**src/rtl/bcd_count_gen.sv**
```systemverilog
// rtl/bcd_count_gen.sv - prescaled packed-BCD up/down counter with wrap/saturate limits
// Feeds the seven-segment scan driver; steps once per CLK_DIV enabled clocks.
module bcd_count_gen #(
  parameter int CLK_DIV = 500_000,
  parameter int DIGITS  = 4
) (
  input  logic                  clk,
  input  logic                  rst_n,
  input  logic                  en,
  input  logic                  up_dn,
  input  logic                  sat_mode,
  input  logic                  clr,
  input  logic                  load,
  input  logic [4*DIGITS-1:0]   load_val,
  output logic [4*DIGITS-1:0]   bcd_out,
  output logic                  step_pulse,
  output logic                  wrap_pulse,
  output logic                  at_limit
);

  localparam int PW = $clog2(CLK_DIV);
  localparam int W  = 4 * DIGITS;
  localparam logic [PW-1:0] PRESC_LAST = PW'(CLK_DIV - 1);
  localparam logic [W-1:0]  ALL_NINES  = {DIGITS{4'd9}};

  logic [PW-1:0] presc;
  logic [W-1:0]  stepped;
  logic [W-1:0]  clamped;
  logic          carry;
  logic [3:0]    d;

  assign at_limit = up_dn ? (bcd_out == ALL_NINES) : (bcd_out == '0);

  // Ripple carry/borrow through the digits; carry left over from the top digit is a wrap.
  always_comb begin
    stepped = bcd_out;
    clamped = '0;
    carry   = 1'b1;
    d       = 4'd0;
    for (int i = 0; i < DIGITS; i++) begin
      d = bcd_out[4*i +: 4];
      if (carry) begin
        if (up_dn) begin
          if (d == 4'd9) begin
            stepped[4*i +: 4] = 4'd0;
          end else begin
            stepped[4*i +: 4] = d + 4'd1;
            carry = 1'b0;
          end
        end else begin
          if (d == 4'd0) begin
            stepped[4*i +: 4] = 4'd9;
          end else begin
            stepped[4*i +: 4] = d - 4'd1;
            carry = 1'b0;
          end
        end
      end
      clamped[4*i +: 4] = (load_val[4*i +: 4] > 4'd9) ? 4'd9 : load_val[4*i +: 4];
    end
  end

  always_ff @(posedge clk or negedge rst_n) begin
    if (!rst_n) begin
      presc      <= '0;
      bcd_out    <= '0;
      step_pulse <= 1'b0;
      wrap_pulse <= 1'b0;
    end else begin
      step_pulse <= 1'b0;
      wrap_pulse <= 1'b0;
      if (clr) begin
        presc   <= '0;
        bcd_out <= '0;
      end else if (load) begin
        presc   <= '0;
        bcd_out <= clamped;
      end else if (en) begin
        if (presc == PRESC_LAST) begin
          presc <= '0;
          // Saturating at the limit holds the value but the prescaler keeps recycling.
          if (!(sat_mode && at_limit)) begin
            bcd_out    <= stepped;
            step_pulse <= 1'b1;
            wrap_pulse <= carry;
          end
        end else begin
          presc <= presc + PW'(1);
        end
      end
    end
  end

endmodule

```
**config.mk**
```make
export PLATFORM = sky130hd
export DESIGN_NAME = bcd_count_gen
export DESIGN_NICKNAME = d
export VERILOG_FILES = /design/src/rtl/bcd_count_gen.sv
export SDC_FILE = /design/constraint.sdc
export NUM_CORES = 1
export LEC_CHECK = 0
export CAP_MARGIN = 30
export CORE_UTILIZATION = 30
export DETAILED_ROUTE_END_ITERATION = 8
export SYNTH_ARGS = -nofsm -noshare
export SYNTH_HDL_FRONTEND = slang
export SYNTH_SLANG_ARGS = --single-unit
```
**constraint.sdc**
```tcl
create_clock -name clk -period 2.29 [get_ports clk]
set_input_delay 0.5725 -clock clk [delete_from_list [all_inputs] [get_ports clk]]
set_output_delay 0.5725 -clock clk [all_outputs]
set_load 0.05 [all_outputs]
```
After elaboration in Yosys (flattened, before gate mapping):

Index checks and enable logic that the tools add are counted.

* bits in registers: 37
* output and inout port bits: 19
* bits of input ports: 23

* equality and inequality tests: 7
* magnitude comparators: 4
* reductions and logical operators: 15
* add/subtract/negate cells: 9
* mux-type cells: 54

Operators by type and width (count)
* $mux 16: 5
* $mux 19: 4
* $mux 4: 19
* $mux 1: 26
* $add 19x1->19 const B: 1
* $eq 19x19->1 const B: 1
* $add 4x1->4 const B: 4
* $eq 16x16->1 const B: 1
* $eq 4x4->1 const B: 4
* $gt 4x4->1 const B: 4
* $logic_not 16->1: 1
* $logic_not 4->1: 4
* $sub 4x1->4 const B: 4
* $reduce_bool 3->1: 5
* $reduce_and 4->1: 3
* $ne 3x3->1 const B: 1
* $reduce_and 3->1: 1
* $logic_and 1x1->1: 1

Depth between registers and ports, before layout:

* depth after elaboration: 11
* mapped depth: 8
* gate-level depth less buffers: 7

Worst setup path before layout:

OpenSTA, ideal clock, no wires.

* path kind: register to output
* start: register bcd_out[0]
* end: output at_limit
* cell stages (with the launch flop): 6
* path slack: -0.546 ns
* arrival: 2.264 ns
* cells stage by stage: dfrtp_1 inv_1 ha_1 nor3b_1 nand2_1 o22ai_1

* word-level cells in the longest chain between the ends: 2
* elaborated cells on any way between the ends: 3
* classes of those cells: eq/ne (1); mux (1); reduce/logical (1)

Ends and longest elaborated chain
* start: declaration: line 15 `output logic [4*DIGITS-1:0] bcd_out,`
* start signal: assignment: line 77 `bcd_out <= clamped;`
* start signal: assignment: line 83 `bcd_out <= stepped;`
* $eq 16x16->1 or $logic_not 16->1 (tied branches): line 32 `assign at_limit = up_dn ? (bcd_out == ALL_NINES) : (bcd_out == '0);`
* $mux 1 *: line 32
* end: declaration: line 18 `output logic at_limit`

Every way passes the cells marked *; elsewhere a longest branch is shown, timed or not.

Worst setup path after layout:

* start: register bcd_out[14]
* end: output at_limit

Same word-level chain as after synthesis.

==> impl_metrics.ini <==
[timing]
finalSetupViolations = 0
relSlewSlack_pct = 65.9
clock_skew_ns = 0.00833
hold_viol_final = 0
fmax_mhz = 438
rsz0062_at_grt = yes
maxSlewViolCount = 0
period_minus_slack_ns = 2.29
period_share_pct = 99.8
worst_pin_slew_ns = 0.510
fin_setup_tns_ns = 0

[cells_and_area]
finalNetCount = 479
antenna_cells = 0
fillCellCount = 943
multi_input_area_um2 = 2020
finalCoreUtilization_pct = 43.2
seqCellArea_um2 = 937
final_cell_area_um2 = 4180
area_growth_pct = 40.4
drive_above_1_share_pct = 27.4

[setup_path]
cpPeakStageDelay_ns = 0.45
path_max_fanout = 5
slowest_stage = dfrtp_2
path_class = reg2out
cp_top_family = simple AND/OR/NAND/NOR gates
end_kind = output port
worstPathArrival_ns = 1.71
crit_buf_inv = 1
worstPathCellList = nor4bb_2, nand4_1, o22ai_4, buf_12
cp-start-kind = register
required_ns = 1.72

[clock_tree]
clk_path_buf_depth = 2
cts_tree = yes
clk_latency_ns = 0.29
clock_sink_count = 37
numCtsBuffers = 5
cts_hold_buffers = 0
path_clk_slew_ns = 0.08
htree_levels = 2
cts_root_buffer = clkbuf_8

[floorplanning]
ios = 42
die_h_um = 102
start_util_pct = 30.8
coreArea_um2 = 9680
row_count = 36
die_w_um = 102
dieArea_um2 = 10300

[detailed_routing]
drc = 0
drt_iter0_drc = 182
wl_per_cell_um = 15.8
drtPass1Iterations = 5
detail-route-antenna-nets = 0
via_per_inst = 5.52
drt_wl_total_um = 9180
vias = 3211

[synthesis]
synth_compound_area_share_pct = 19.6
synth-simple-area-share_pct = 33.7
synth_area_um2 = 2980
async_reset_ff_share_pct = 100
synth_adder_area_share_pct = 2.94
synth_cell_types = 63
synth_edf_count = 0
yosysSeqAreaShare_pct = 31.1
avgSynthCellArea_um2 = 8.18
synth_xor_xnor_area_share_pct = 4.41
muxShareOfSynthArea_pct = 2.39
yosysWarnings = 0
synthFlopType = dfrtp_1
postSynthCellCount = 364
ys_seq_elements = 37
synth_top_family_by_area = simple AND/OR/NAND/NOR gates
synth.net_count = 394

[grt]
grt_usage_pct = 18.5
antenna_found_initial = 0
grt_pass1_vias = 3053
grt_pass1_wl_um = 14900
grt.overflow.total = 0
grt_max_degree = 28

[placed_design]
routabilityCongestion = 0.875
port_buffers = 41
dp_hpwl_um = 6510
place_area_um2 = 3870

[run]
cap_violations = 0

[worst_hold_path]
hold_class = in2async

[power_and_ir_drop]
p_leak_nw = 1.75
ir_worst_vdd_v = 0.000197
p_per_area_nw_per_um2 = 412

[status]
outcome = finished, final reports clean
flip-flops by register name (all words and copies together), names as in the netlist:
signal and flops:
wrap_pulse 1, step_pulse 1, presc 19, bcd_out 16
cell type report:
class	count	area share (%)
multi-input cells	281	48.2
flip-flops and latches	37	22.4
repair buffers	106	21.7
well taps	133	3.98
clock buffers	7	2.06
inverters	18	1.67
cell usage in the layout (no fill, tap or decap), types with 4 or more instances in the layout:
cell type,Yosys,routed
mux2i_1,6,6
and3_1,9,9
nor2_1,29,29
a21oi_1,11,11
nor2b_1,4,4
nor3_1,12,12
nand3_1,20,19
nand2b_1,7,7
o22ai_1,5,4
nand4_1,8,8
xnor2_1,5,5
inv_1,18,15
ha_1,7,4
dfrtp_2,0,9
nand2_1,25,25
dfrtp_1,37,28
or3_1,5,5
clkdlybuf4s50_1,0,27
xor2_1,10,10
o31ai_1,5,5
buf_4,0,70
o21bai_1,4,4
a31oi_1,9,8
nor4_1,7,5
a211oi_1,6,6
o21ai_0,15,15
clkbuf_8,0,6
cells by family after synthesis:
logic type / count (synthesis)
xor gates and xnor gates: 15
and+or+nand+nor: 167
adders and majority gates: 7
DFF: 37
buffers and inverters: 46
AOI/OAI and AO/OA: 85
muxes: 7
power breakdown:
group / total, W / internal [W] / switching, W
logic: 0.000544 / 0.000246 / 0.000298
registers: 0.000703 / 0.000673 / 0.0000294
clock network: 0.000478 / 0.000239 / 0.000239
total: 0.00172 / 0.00116 / 0.000566
synth_stat cells, types with 4 or more instances:
cell,instances,area share (%)
and3_1,9,1.9
nor2b_1,4,0.84
nand3_1,20,3.4
mux2i_1,6,2.0
nand4_1,8,1.7
a31oi_1,9,1.9
a211oi_1,6,1.5
nand2b_1,7,1.5
xor2_1,10,2.9
o31ai_1,5,1.3
o21bai_1,4,1.0
and2_1,4,0.84
dfrtp_1,37,31
nand2_1,25,3.1
ha_1,7,2.9
nor3b_1,5,1.3
a21oi_1,11,1.8
clkbuf_1,25,3.1
o22ai_1,5,1.0
or3_1,5,1.0
nor2_1,29,3.7
inv_1,18,2.3
nor4_1,7,1.5
xnor2_1,5,1.5
nor3_1,12,2.0
o21ai_0,15,2.5
through the flow:
| step | hold WS, ns | power [W] | setup WS, ns | std cells |
|---|---|---|---|---|
| global placement | 0.457 | 0.00119 | -0.424 | 558 |
| finish | 0.239 | 0.00172 | 0.00429 | 582 |
| detailed placement | 0.468 | 0.00119 | -0.454 | 558 |
| global route | 0.272 | 0.00180 | -0.0887 | 582 |
| CTS | 0.252 | 0.00172 | -0.0200 | 577 |
| floorplan | 0.277 | 0.000989 | 0.00391 | 364 |
layer usage:
layer	vias to the layer above	wire length, um	track usage (%)
met5	-	0	0
met4	0	133	5.35
met3	14	515	3.11
met2	105	4640	32.3
li1	1520	-	-
met1	1572	3890	23.2
worst paths after layout:
check	from	to	slack, ns	depth (start not counted)
setup / recovery	bcd_out[14]	at_limit	0.004	4
hold / removal	rst_n	wrap_pulse	0.24	1
setup reg to reg	bcd_out[0]	bcd_out[12]	0.07	8
hold reg to reg	presc[18]	presc[18]	0.47	1
max in group asynchronous	rst_n	bcd_out[9]	1.55	2
min in group clk	presc[18]	presc[18]	0.47	1
timing repair:
item | CTS | global route
endpoints found under the setup margin | 13 | 12
pin swaps | 4 | 7
setup buffers | 12 | 5
resized for setup | 17 | 13
hold endpoints to repair | 0 | 0
Note: power is estimated with default switching activity, not from simulation.
